===== src/rtl/seq_detector_prog.sv =====
// seq_detector_prog: runtime-programmable serial bit-pattern detector.
// A pattern, a length and an overlap mode are latched by cfg_load. Accepted
// bits shift into a history register, and a full-length match against the
// pattern produces a registered one-cycle seq_detected pulse and bumps a
// saturating match counter.
// Optional feature: define SEQ_DET_MASK_EN to add a cfg_mask port that marks
// individual pattern positions as don't-care.
module seq_detector_prog #(
  parameter int                 MAX_LEN         = 8,
  parameter int                 LEN_W           = 4,
  parameter int                 CNT_W           = 8,
  parameter logic [MAX_LEN-1:0] DEFAULT_PATTERN = 8'b0001_0101,
  parameter int                 DEFAULT_LEN     = 5,
  parameter bit                 DEFAULT_OVERLAP = 1'b0
) (
  input  logic               clk,
  input  logic               reset,
  input  logic               din,
  input  logic               din_valid,
  input  logic               cfg_load,
  input  logic [MAX_LEN-1:0] cfg_pattern,
  input  logic [LEN_W-1:0]   cfg_len,
  input  logic               cfg_overlap,
`ifdef SEQ_DET_MASK_EN
  input  logic [MAX_LEN-1:0] cfg_mask,
`endif
  output logic               seq_detected,
  output logic [CNT_W-1:0]   match_count,
  output logic [LEN_W-1:0]   fill_level
);

  localparam logic [LEN_W-1:0] MAX_LEN_L = LEN_W'(MAX_LEN);
  localparam logic [CNT_W-1:0] CNT_MAX   = {CNT_W{1'b1}};

  logic [MAX_LEN-1:0] pat_q;
  logic [LEN_W-1:0]   len_q;
  logic               ovl_q;
  logic [MAX_LEN-1:0] cmp_mask;

  logic [MAX_LEN-1:0] hist_q;
  logic [LEN_W-1:0]   fill_q;
  logic               det_q;
  logic [CNT_W-1:0]   cnt_q;

  logic               accept;
  logic [LEN_W-1:0]   len_clamped;
  logic [MAX_LEN-1:0] len_mask;
  logic [MAX_LEN-1:0] hist_next;
  logic [LEN_W-1:0]   fill_inc;
  logic               match;

`ifdef SEQ_DET_MASK_EN
  logic [MAX_LEN-1:0] mask_q;
  assign cmp_mask = mask_q;
`else
  assign cmp_mask = '1;
`endif

  // cfg_load wins over din_valid, so a load cycle never consumes a data bit.
  assign accept      = din_valid & ~cfg_load;
  // Over-long lengths collapse to the full history width at latch time.
  assign len_clamped = (cfg_len > MAX_LEN_L) ? MAX_LEN_L : cfg_len;

  // Active configuration: defaults on reset, replaced wholesale by cfg_load.
  always_ff @(posedge clk or posedge reset) begin
    if (reset) begin
      pat_q  <= DEFAULT_PATTERN;
      len_q  <= LEN_W'(DEFAULT_LEN);
      ovl_q  <= DEFAULT_OVERLAP;
`ifdef SEQ_DET_MASK_EN
      mask_q <= '1;
`endif
    end else if (cfg_load) begin
      pat_q  <= cfg_pattern;
      len_q  <= len_clamped;
      ovl_q  <= cfg_overlap;
`ifdef SEQ_DET_MASK_EN
      mask_q <= cfg_mask;
`endif
    end
  end

  // Match evaluation on the would-be history, so the pulse lands one clock
  // after the final pattern bit is sampled.
  always_comb begin
    len_mask  = '0;
    hist_next = {hist_q[MAX_LEN-2:0], din};
    fill_inc  = fill_q;
    match     = 1'b0;
    for (int i = 0; i < MAX_LEN; i++) begin
      len_mask[i] = (LEN_W'(i) < len_q);
    end
    if (fill_q < len_q) begin
      fill_inc = fill_q + LEN_W'(1);
    end
    if (accept && (len_q != '0) && (fill_inc == len_q) &&
        (((hist_next ^ pat_q) & len_mask & cmp_mask) == '0)) begin
      match = 1'b1;
    end
  end

  // History, fill level, registered pulse and saturating count.
  always_ff @(posedge clk or posedge reset) begin
    if (reset) begin
      hist_q <= '0;
      fill_q <= '0;
      det_q  <= 1'b0;
      cnt_q  <= '0;
    end else if (cfg_load) begin
      hist_q <= '0;
      fill_q <= '0;
      det_q  <= 1'b0;
      cnt_q  <= '0;
    end else begin
      det_q <= match;
      if (accept) begin
        hist_q <= hist_next;
        // Non-overlap mode restarts the fill so the next hit needs fresh bits.
        fill_q <= (match && !ovl_q) ? '0 : fill_inc;
      end
      if (match && (cnt_q != CNT_MAX)) begin
        cnt_q <= cnt_q + CNT_W'(1);
      end
    end
  end

  assign seq_detected = det_q;
  assign match_count  = cnt_q;
  assign fill_level   = fill_q;

endmodule

===== config.mk =====
export PLATFORM = sky130hd
export DESIGN_NAME = seq_detector_prog
export DESIGN_NICKNAME = d
export VERILOG_FILES = /design/src/rtl/seq_detector_prog.sv
export SDC_FILE = /design/constraint.sdc
export NUM_CORES = 1
export LEC_CHECK = 0
export CORE_MARGIN = 5
export CORE_UTILIZATION = 31
export DETAILED_ROUTE_END_ITERATION = 10
export HOLD_SLACK_MARGIN = 0.12
export RECOVER_POWER = 50
export SYNTH_ARGS = -nofsm -noshare
export SYNTH_HDL_FRONTEND = slang
export SYNTH_SLANG_ARGS = --single-unit
export TNS_END_PERCENT = 30

===== constraint.sdc =====
create_clock -name clk -period 8.42 [get_ports clk]
set_input_delay 1.263 -clock clk [delete_from_list [all_inputs] [get_ports clk]]
set_output_delay 1.263 -clock clk [all_outputs]
set_load 0.03 [all_outputs]

==> impl_metrics.py, run 1 <==
metrics = {
    "placement": {
        "place_inst": 285,
        "routabilityCongestion": 0.8314,
        "post-place-ws_ns": 4.194,
        "place_hpwl_mm": 2.952,
        "numPortBuffers": 30,
    },
    "global_routing": {
        "antenna_found_initial": 0,
        "grt-ovfl-total": 0,
        "grt_pass1_wl_mm": 6.837,
        "grt_max_degree": 39,
        "grt_usage_pct": 11.18,
        "grt_pass1_vias": 1431,
    },
    "timing": {
        "max_freq_ghz": 0.2297,
        "hold_viol": 0,
        "slew_headroom_pct": -17.71,
        "rsz0062_at_grt": "no",
        "finClkSkew_ns": 0.005986,
        "setup_slack_ns": 4.067,
        "worst_pin_slew_ns": 1.766,
        "finalCritPeriodShare_pct": 51.70,
        "drv_slew": 73,
        "fin_tns_setup_ns": 0,
        "min_period_ns": 4.353,
        "finalSetupViolCount": 0,
    },
    "worst_setup_path": {
        "reg2reg_depth": 9,
        "crit_start": "cfg_load",
        "start_kind": "primary input",
        "endpoint_kind": "flip-flop",
        "r2r_slack_ns": 5.16,
        "crit_path_end": "match_count[4]",
        "worstReg2RegEnd": "match_count[4]",
        "r2r-start": "len_q[2]",
        "path_class": "primary input to flip-flop",
        "worst-path-max-fanout": 38,
        "critPathRequiredTime_ns": 8.61,
        "crit_arrival_ns": 4.54,
    },
    "synthesis": {
        "ys_seq_area_share_pct": 44.01,
        "synthArstFlopShare_pct": 100.0,
        "syn-num-nets": 208,
        "synth_cells": 185,
        "syn-cell-area_sq_mm": 0.001891,
        "syn-mean-instance-area_sq_um": 10.22,
        "synth-main-ff-cell": "dfrtp_1",
        "yosysWarnings": 0,
        "ys_seq_elements": 33,
        "synth_edf_count": 0,
        "yosysUniqueCellTypes": 46,
    },
    "clocking": {
        "clock-sinks": 33,
        "post_cts.repair.setup_buffers": 0,
        "htreeDepth": 2,
        "ctsHoldBuffers": 0,
        "cts_tree": "yes",
        "cts_resized": 0,
        "cts_made_buffers": 5,
        "worstSkewPairLatency_ns": 0.28,
        "clock_path_buffers": 2,
        "clock-root-buffer": "clkbuf_8",
        "path_clk_slew_ns": 0.06,
    },
    "power": {
        "power_switching_w": 0.0001027,
        "p_leak_nw": 1.005,
        "p_total_w": 0.0004012,
        "clockPowerShare_pct": 38.1,
        "ir_drop_mv": 0.09152,
        "power.internal_w": 0.0002985,
        "power_density_mw_per_mm2": 170.8,
        "switching_share_pct": 25.60,
        "power_frac_seq_pct": 44.6,
        "pwr-share-comb_pct": 17.3,
    },
    "die": {
        "initial_utilization_pct": 31.93,
        "coreArea_sq_mm": 0.005921,
        "ios": 31,
        "die-area_sq_mm": 0.007761,
        "die-height_um": 88.10,
        "die_w_um": 88.10,
        "rows": 28,
    },
    "min_path": {
        "hold_path_class": "flip-flop to flip-flop",
    },
    "outcome": {
        "violations": "max-capacitance violations, max-slew violations",
        "status": "finished, violations left",
    },
    "routing": {
        "wirelength_mm": 4.023,
        "drtPass1Iterations": 4,
        "vias_per_cell": 4.935,
        "final_antenna_net_count": 0,
        "wl_per_cell_um": 13.73,
        "drt_iter0_drc": 52,
        "vias": 1446,
        "drcViolationCount": 0,
    },
    "finish": {
        "finalNetCount": 240,
        "multiInputGateArea_sq_um": 964.7,
        "final_util_pct": 39.67,
        "ff_latch_area_sq_um": 832.0,
        "most-common-layout-cells": "dfrtp_1, clkdlybuf4s50_1, nor2_1",
        "final_layout_size_suffix_gt1_share_pct": 12.84,
        "stdcell_count": 293,
        "antenna_cells": 0,
        "syn2layout_area_growth_pct": 24.22,
        "fillers": 587,
    },
    "job": {
        "drv_cap": 2,
    },
}
==> critical path: stages <==
cell and delay, ns:
dlygate4sd3_1 0.53, clkbuf_1 0.65, a2111oi_0 0.50, o21ai_0 0.15
a211o_1 0.30, or4_4 0.62, or3_1 0.38, a21oi_1 0.14
==> cell families after synthesis <==
| group | Yosys count | share of synthesized area [%] |
|---|---|---|
| XOR/XNOR | 13 | 6.023 |
| multiplexers | 17 | 9.597 |
| adder cells (fa/ha/maj) | 5 | 3.309 |
| flip-flops | 33 | 44.01 |
| AO/OA/AOI/OAI | 43 | 16.08 |
| AND/OR/NAND/NOR | 58 | 16.02 |
| buffers and inverters | 16 | 4.963 |
==> area by class of cell <==
type                       instances  share of cell area, %
multi-input combinational        136                  41.08
sequential                        33                  35.43
timing repair buffer              32                  13.11
tap                               75                  3.996
clock buffer                       7                  3.676
inverter                           9                  1.438
clock inverter                     1                  1.279
==> synth_stat cells (all sizes together) (2+ instances only) <==
master	count	area share, %
dfrtp	28	37
nor2	16	3.2
nand2	13	2.6
o21ai	10	2.6
a21oi	9	2.4
inv	9	1.8
mux2	9	5.4
mux2i	8	4.2
xor2	7	3.2
xnor2	6	2.8
dfstp	5	6.9
ha	5	3.3
and2	4	1.5
and3	4	1.3
buf	4	2.1
nand3	4	1.1
or3	4	1.3
a21o	3	1.2
clkbuf	3	1.1
nand2b	3	0.99
a2111oi	2	1.9
a211o	2	0.93
a211oi	2	0.79
a31o	2	0.93
a31oi	2	0.66
nor2b	2	0.66
nor3	2	0.53
nor4	2	0.66
o22ai	2	0.66
==> worst min path at each step <==
stage,start,end,slack (ns),depth (start not counted)
final,pat_q[6],pat_q[6],0.53,1
after global routing,len_q[0],len_q[0],0.54,1
after CTS,pat_q[6],pat_q[6],0.53,1
after detailed placement,pat_q[6],pat_q[6],0.52,1
after global placement,pat_q[6],pat_q[6],0.52,1
after floorplan,len_q[0],len_q[0],0.49,1
==> sequential cells by signal, summed over array words and instances (netlist names) <==
name / count
pat_q: 8
ovl_q: 1
hist_q: 7
len_q: 4
seq_detected: 1
match_count: 8
fill_level: 4
==> power groups by stage <==
stage / Clock [W] / Sequential, W / Combinational (W)
6_report: 0.000153 / 0.000179 / 0.0000692
5_1_grt: 0.000163 / 0.000180 / 0.0000769
4_1_cts: 0.000158 / 0.000179 / 0.0000706
3_5_place_dp: 0 / 0.000182 / 0.0000701
3_3_place_gp: 0 / 0.000182 / 0.0000700
2_1_floorplan: 0 / 0.000182 / 0.0000477
==> layer usage <==
layer,wire (um),track usage (%)
met4,44,3.709
met5,0,0
met1,2017,15.46
met3,171,2.728
met2,1790,17.19
==> stage by stage <==
stage | hold WS, ns | area, sq um
final | 0.5293 | 2349
after global routing | 0.5444 | 2349
after CTS | 0.5341 | 2356
after detailed placement | 0.5189 | 2240
after global placement | 0.5217 | 2240
after floorplan | 0.4899 | 1891
Power figures use the tool's default switching activity.
==> run 2, diff against run 1 <==
Clock period 8.42 ns to 4.4 ns, I/O delays scaled along.
==> run 2 against run 1 <==
  * Die area did not move
  * Sequential power rose by 92%
  * Non-clock buffer count rose by 1
  * The flow still finishes with violations (max-capacitance violations, max-slew violations)
  * Total power rose by 73%
  * Final area fell by 1.1%
  * First-iteration DRC count rose by 63%
  * Worst hold slack improved by 0.011 ns
  * Clock skew fell by 0.0022 ns
  * Setup slack got worse by 2.9 ns
  * Global-route usage rose by 0.61 points
  * Core utilization fell by 0.44 points
  * Clock power rose by 42%
==> impl_metrics.py, run 2 (same netlist as run 1, synthesis figures left out) <==
metrics = {
    "outcome": {
        "status": "finished, violations left",
        "violations": "max-capacitance violations, max-slew violations",
    },
    "clocking": {
        "cts_made_buffers": 5,
        "cts_tree": "yes",
        "htreeDepth": 2,
        "ctsHoldBuffers": 0,
        "clock-root-buffer": "clkbuf_8",
        "post_cts.repair.setup_buffers": 0,
        "cts_resized": 0,
        "path_clk_slew_ns": 0.07,
        "clock_path_buffers": 2,
        "worstSkewPairLatency_ns": 0.28,
        "clock-sinks": 33,
    },
    "worst_setup_path": {
        "worstReg2RegEnd": "match_count[4]",
        "path_class": "flip-flop to flip-flop",
        "crit_arrival_ns": 3.43,
        "critPathRequiredTime_ns": 4.58,
        "reg2reg_depth": 9,
        "start_kind": "flip-flop",
        "worst-path-max-fanout": 13,
        "endpoint_kind": "flip-flop",
        "r2r_slack_ns": 1.15,
        "r2r-start": "len_q[2]",
        "crit_start": "len_q[2]",
    },
    "global_routing": {
        "groute.layer.met2.usage_pct": 18.29,
        "grt_pass1_wl_mm": 7.141,
        "grt_usage_pct": 11.79,
        "gr-usage-met1_pct": 15.76,
        "grt_pass1_vias": 1480,
        "grt-busiest-layer": "met2",
        "grt-ovfl-total": 0,
        "antenna_found_initial": 0,
        "grtUsageMet3_pct": 3.387,
        "grt_max_degree": 38,
    },
    "finish": {
        "final_layout_size_suffix_gt1_share_pct": 13.24,
        "multiInputGateArea_sq_um": 964.7,
        "ff_latch_area_sq_um": 832.0,
        "most-common-layout-cells": "dfrtp_1, clkdlybuf4s50_1, nor2_1",
        "fillers": 589,
        "syn2layout_area_growth_pct": 22.83,
        "antenna_cells": 0,
        "finalNetCount": 241,
    },
    "placement": {
        "place_hpwl_mm": 3.040,
        "post-place-ws_ns": 0.9757,
        "routabilityCongestion": 0.8836,
        "numPortBuffers": 30,
    },
    "min_path": {
        "holdPathStages": 1,
        "min_to": "pat_q[3]",
        "min-delay-start": "pat_q[3]",
        "hold_path_class": "flip-flop to flip-flop",
    },
    "timing": {
        "rsz0062_at_grt": "no",
        "finalCritPeriodShare_pct": 73.84,
        "setup_slack_ns": 1.151,
        "hold_viol": 0,
        "worst_pin_slew_ns": 1.756,
        "slew_headroom_pct": -17.05,
        "fin_tns_setup_ns": 0,
        "drv_slew": 72,
        "max_freq_ghz": 0.3078,
        "min_period_ns": 3.249,
        "finalSetupViolCount": 0,
        "finClkSkew_ns": 0.003829,
    },
    "routing": {
        "final_antenna_net_count": 0,
        "wirelength_mm": 4.155,
        "vias": 1472,
        "drtPass1Iterations": 4,
        "drcViolationCount": 0,
        "vias_per_cell": 5.007,
        "drt_iter0_drc": 85,
        "wl_per_cell_um": 14.13,
    },
    "die": {
        "ios": 31,
        "initial_utilization_pct": 31.93,
        "rows": 28,
        "die_w_um": 88.10,
        "coreArea_sq_mm": 0.005921,
        "die-height_um": 88.10,
        "die-area_sq_mm": 0.007761,
    },
    "power": {
        "power_density_mw_per_mm2": 298.9,
        "p_leak_nw": 0.9961,
        "ir_drop_mv": 0.1905,
    },
    "job": {
        "drv_cap": 2,
    },
}
## run 2: cell types whose count changed in the layout (fill, tap and decap cells not counted)
cell       previous run  this run
bufinv_16             1         0
clkinv_2              0         2
clkbuf_8              6         5
buf_4                 0         1
## run 2: critical path, cell delays in order, from the launching register on
cell and delay, ns:
dfstp_2 0.60, inv_1 0.10, ha_1 0.31, a21o_1 0.18, a21oi_1 0.33, o211ai_1 0.16, a211o_1 0.33, or4_4 0.62
or3_1 0.37, a21oi_1 0.15
## run 2: per-layer routing
metal	up-vias	share of wire, %
li1	728	-
met1	708	49
met2	32	46
met3	4	4.1
met4	0	1.4
met5	-	0
## run 2: where the power goes
group / leakage (nW) / internal [W] / switching (W)
sequential: 0.425 / 0.000322 / 0.0000207
clock: 0.0450 / 0.000109 / 0.000107
combinational: 0.526 / 0.0000649 / 0.0000696
total: 0.996 / 0.000497 / 0.000197
## run 2: final cells by class
cell class / instances / share of cell area (%)
clock buffers: 6 / 3.125
clock inverters: 2 / 0.4310
inverters: 9 / 1.455
multi-input cells: 136 / 41.54
flip-flops and latches: 33 / 35.83
well taps: 75 / 4.041
repair buffers: 33 / 13.58
## run 2: worst max path at each step
stage,cells past startpoint,end
floorplan,10,match_count[5]
global placement,9,match_count[5]
detailed placement,9,match_count[4]
CTS,9,match_count[4]
global route,9,match_count[4]
finish,9,match_count[4]
## run 2: metrics by stage
step	util, %	instances	total power [W]	hold slack (ns)	area [sq um]
floorplan	-	185	0.0004391	0.4899	1891
global placement	37.95	286	0.0004832	0.5218	2247
detailed placement	37.95	286	0.0004841	0.5303	2247
CTS	39.35	294	0.0007023	0.5463	2330
global route	39.22	294	0.0007331	0.5682	2322
finish	39.22	294	0.0006941	0.5403	2322
==> run 3, diff against run 2 <==
Clock period 4.4 ns to 3.4 ns, I/O delays scaled along.
==> run 3 against run 2 <==
  * The flow still finishes with violations (max-capacitance violations, max-slew violations)
  * Clock skew barely moved
  * First-iteration DRC count rose by 24%
  * Critical path depth did not move
  * Final cell count rose by 1.0%
  * Sequential share of layout area fell by 0.34 points
  * Via count rose by 0.54%
  * Flip-flop and latch count did not move
  * Worst hold slack got worse by 0.0099 ns
  * Maximum frequency rose by 2.3%
  * Non-clock buffer count rose by 3
  * Global-route usage rose by 0.61 points
  * Largest power group unchanged
==> impl_metrics.py, run 3 (same netlist as run 1, synthesis figures left out) <==
metrics = {
    "finish": {
        "syn2layout_area_growth_pct": 24.02,
        "final_layout_size_suffix_gt1_share_pct": 14.41,
        "stdcell_count": 297,
        "antenna_cells": 0,
        "finalNetCount": 244,
        "most-common-layout-cells": "dfrtp_1, clkdlybuf4s50_1, nor2_1",
    },
    "timing": {
        "min_period_ns": 3.176,
        "rsz0062_at_grt": "no",
        "hold_viol": 0,
        "fin_tns_setup_ns": 0,
        "finalSetupViolCount": 0,
        "drv_slew": 72,
        "worst_pin_slew_ns": 1.827,
        "finalCritPeriodShare_pct": 93.42,
        "slew_headroom_pct": -21.78,
        "max_freq_ghz": 0.3148,
        "finClkSkew_ns": 0.003939,
    },
    "routing": {
        "vias": 1480,
        "drt_iter0_drc": 105,
        "wirelength_mm": 4.287,
        "final_antenna_net_count": 0,
        "wl_per_cell_um": 14.43,
        "drtPass1Iterations": 4,
        "vias_per_cell": 4.983,
        "drcViolationCount": 0,
    },
    "worst_setup_path": {
        "crit_arrival_ns": 3.36,
        "endpoint_kind": "flip-flop",
        "crit_path_frequent_cell": "a21oi_1",
        "path_class": "flip-flop to flip-flop",
        "critPathRequiredTime_ns": 3.59,
        "critical_path.slowest_cell": "or4_4",
        "start_kind": "flip-flop",
        "cp_cell_sequence": "inv_1 > ha_1 > a21o_1 > a21oi_1 > o211ai_1 > a211o_1 > or4_4 > or3_1 > a21oi_1",
        "cpPeakStageDelay_ns": 0.62,
        "worst-path-max-fanout": 13,
    },
    "power": {
        "p_leak_nw": 1.012,
        "p_total_w": 0.0009070,
        "ir_drop_mv": 0.2444,
        "power_density_mw_per_mm2": 386.8,
    },
    "placement": {
        "place_inst": 289,
        "numPortBuffers": 30,
        "routabilityCongestion": 0.8332,
        "place_hpwl_mm": 3.102,
    },
    "clocking": {
        "worstSkewPairLatency_ns": 0.28,
        "ctsHoldBuffers": 0,
        "path_clk_slew_ns": 0.07,
        "cts_made_buffers": 5,
        "clock-root-buffer": "clkbuf_8",
        "clock-sinks": 33,
        "htreeDepth": 2,
        "clock_path_buffers": 2,
        "cts_resized": 0,
        "post_cts.repair.setup_buffers": 0,
        "cts_tree": "yes",
    },
    "global_routing": {
        "grt_max_degree": 38,
        "grt-ovfl-total": 0,
        "antenna_found_initial": 0,
        "grt_usage_pct": 12.40,
        "grt_pass1_vias": 1483,
        "grt_pass1_wl_mm": 7.327,
    },
    "job": {
        "drv_cap": 2,
    },
    "outcome": {
        "violations": "max-capacitance violations, max-slew violations",
        "status": "finished, violations left",
    },
    "die": {
        "die-height_um": 88.10,
        "coreArea_sq_mm": 0.005921,
        "die_w_um": 88.10,
        "initial_utilization_pct": 31.93,
        "ios": 31,
        "die-area_sq_mm": 0.007761,
        "rows": 28,
    },
    "min_path": {
        "hold_path_class": "flip-flop to flip-flop",
    },
}
==> run 3: layout make-up <==
| class | count | area, sq um |
|---|---|---|
| Inverter | 9 | 33.78 |
| Timing Repair Buffer | 36 | 337.8 |
| Clock inverter | 2 | 10.01 |
| Fill cell | 592 | 3576 |
| Sequential cell | 33 | 832.0 |
| Multi-Input combinational cell | 136 | 964.7 |
| Tap cell | 75 | 93.84 |
| Clock buffer | 6 | 72.57 |
==> run 3: path summary, 6_finish.rpt <==
path	start	to	slack, ns	cells past startpoint
min reg2reg	len_q[0]	len_q[0]	0.53	1
min	len_q[0]	len_q[0]	0.53	1
max in group asynchronous	reset	fill_level[3]	1.04	3
max reg2reg	len_q[2]	match_count[2]	0.22	9
min in group asynchronous	reset	hist_q[2]	1.31	3
max	len_q[2]	match_count[2]	0.22	9
==> run 3: routing by layer <==
layer	track usage [%]	up-vias	part of all wire [%]
met1	16.83	701	49
met2	19.25	35	46
met4	4.121	0	1.4
met3	3.293	7	3.7
li1	-	737	-
met5	0	-	0
==> run 3: critical path, delay by kind of cell, from the launching register on <==
| family | cells | cell delay, ns |
|---|---|---|
| simple gates | 2 | 0.97 |
| buf+inv | 1 | 0.09 |
| compound gates | 5 | 1.12 |
| flops | 1 | 0.59 |
| fa+ha+maj | 1 | 0.30 |
==> run 3: power by group <==
part | internal [W] | total (W) | switching (W) | leakage [nW]
combinational | 0.0000869 | 0.000180 | 0.0000934 | 0.542
clock | 0.000142 | 0.000286 | 0.000145 | 0.0450
sequential | 0.000417 | 0.000440 | 0.0000233 | 0.425
total | 0.000646 | 0.000907 | 0.000261 | 1.01
==> run 3: metrics by stage <==
| stage | hold WS (ns) | utilization, % | worst slack (ns) | area (sq um) |
|---|---|---|---|---|
| global route | 0.5440 | 39.60 | 0.01730 | 2345 |
| detailed placement | 0.5193 | 38.33 | 0.2533 | 2270 |
| global placement | 0.5168 | 38.33 | 0.2706 | 2270 |
| CTS | 0.5324 | 39.73 | 0.2508 | 2352 |
| finish | 0.5304 | 39.60 | 0.2238 | 2345 |
| floorplan | 0.4899 | - | 0.3863 | 1891 |
==> RTL edit, RTL diff (flow settings as in run 2) <==
`DEFAULT_OVERLAP`: 1'b0 -> 1'b1.
--- a/src/rtl/seq_detector_prog.sv
+++ b/src/rtl/seq_detector_prog.sv
@@ -11,7 +11,7 @@
   parameter int                 CNT_W           = 8,
   parameter logic [MAX_LEN-1:0] DEFAULT_PATTERN = 8'b0001_0101,
   parameter int                 DEFAULT_LEN     = 5,
-  parameter bit                 DEFAULT_OVERLAP = 1'b0
+  parameter bit                 DEFAULT_OVERLAP = 1'b1
 ) (
   input  logic               clk,
   input  logic               reset,
Formal check against the unedited RTL: not equivalent (a bounded check fails within 10 cycles, from zero or initial values and one cycle with reset high).
==> RTL edit against run 2 <==
- the run still ends with capacitance limit, slew limit left
- power increased by 1.5%
- setup slack improved by 0.018 ns
- area after synthesis hardly changed
- design area rose by 0.22%
- wire length down 2.2%
- sequential cell count is the same
- synthesized cell count is the same
- clock power rose by 5%
- die area about the same
- critical endpoint is now match_count[3]$_DFFE_PP0P_
- highest routed layer unchanged
==> RTL edit: results (changes against run 2) <==
Power and ir drop
  • Worst IR drop on VDD: 0.193 mV (+1.3%)
  • P_leak: 0.994 nW (-0.23%)

Synthesis
  • Post-synthesis compound-gate area fraction: 16.1% (about the same)
  • Post-Synth Adder-Cell Area: 3.31% (about the same)
  • Post-synthesis area per instance: 10.2 um^2 (about the same)
  • Xor/xnor cell area share of the yosys netlist: 6.02% (about the same)
  • Sequential fraction of the synthesis area: 44.0% (about the same)
  • Synth top cells by count: dfrtp_1, nor2_1, nand2_1
  • Multiplexer area fraction after synthesis: 9.59% (about the same)
  • Syn nets: 208 (unchanged)
  • Synth top area cells: dfrtp_1, dfstp_2, mux2_2

Status
  • Status: complete, but fails checks
  • Failing checks: capacitance limit, slew limit

Timing
  • Slew headroom: -18.1% (-1.0 points)
  • Fin Clk Skew: 0.00540 ns (+0.00157 ns)
  • Final slew viol count: 72 (unchanged)

Route
  • Via density: 4.85 (-3.1%)
  • Final wirelength: 4060 um (-2.2%)
  • Starting DRT DRC Count: 42 (-51%)

Global route
  • Vias in the first global route: 1435 (-3.0%)
  • First-pass GRT wire length: 6710 um (-6.1%)
  • GRT Overall Usage: 11.1% (-0.70 points)

Placement
  • Dpl ws: 0.968 ns (-0.00722 ns)
  • GPL Wtd Cong: 0.829 (-6.2%)
  • HPWL Detailed: 2930 um (-3.6%)
  • Placed Instances: 286 (unchanged)
  • DP Area: 0.00225 mm^2 (about the same)

Layout
  • Finished Layout Cells: 293 (-0.34%)
  • Final nets: 241 (unchanged)
  • Layout cells sized above 1: 13.3% (+0.061 points)

Setup path
  • Crit path arrival time: 3.42 ns (about the same)

Job
  • Max-cap violations: 2 (unchanged)
## RTL edit: cell types whose count changed in the layout (fill, tap and decap cells not counted), sizes merged
cell / delta
clkbuf: +1
clkinv: -2
dfrtp: -1
dfstp: +1
## RTL edit: final cells by class
type                            instances  area [um^2]
Clock buffer                            7         86.3
Fill cell                             586         3590
Inverter                                9         33.8
Multi-Input combinational cell        136          965
Sequential cell                        33          833
Tap cell                               75         93.8
Timing Repair Buffer                   33          315
## RTL edit: power by group
part	switching [W]	internal [W]
sequential	0.0000200	0.000323
clock	0.000104	0.000124
combinational	0.0000692	0.0000648
total	0.000193	0.000512
## RTL edit: routing by layer
| layer | vias to the layer above | track usage [%] | wire length, um |
|---|---|---|---|
| li1 | 728 | - | - |
| met1 | 658 | 14.8 | 1960 |
| met2 | 31 | 17.0 | 1810 |
| met3 | 5 | 4.14 | 244 |
| met4 | 0 | 2.88 | 45 |
| met5 | - | 0 | 0 |
## RTL edit: final timing paths
| kind | start | end | slack [ns] | cells after the start |
|---|---|---|---|---|
| setup / recovery | len_q[2]$_DFFE_PP1P_ | match_count[3]$_DFFE_PP0P_ | 1.17 | 9 |
| hold / removal | pat_q[6]$_DFFE_PP0P_ | pat_q[6]$_DFFE_PP0P_ | 0.53 | 1 |
| setup reg to reg | len_q[2]$_DFFE_PP1P_ | match_count[3]$_DFFE_PP0P_ | 1.17 | 9 |
| hold reg to reg | pat_q[6]$_DFFE_PP0P_ | pat_q[6]$_DFFE_PP0P_ | 0.53 | 1 |
| max in group asynchronous | reset | match_count[2]$_DFFE_PP0P_ | 1.94 | 3 |
| min in group asynchronous | reset | len_q[3]$_DFFE_PP0P_ | 1.45 | 3 |
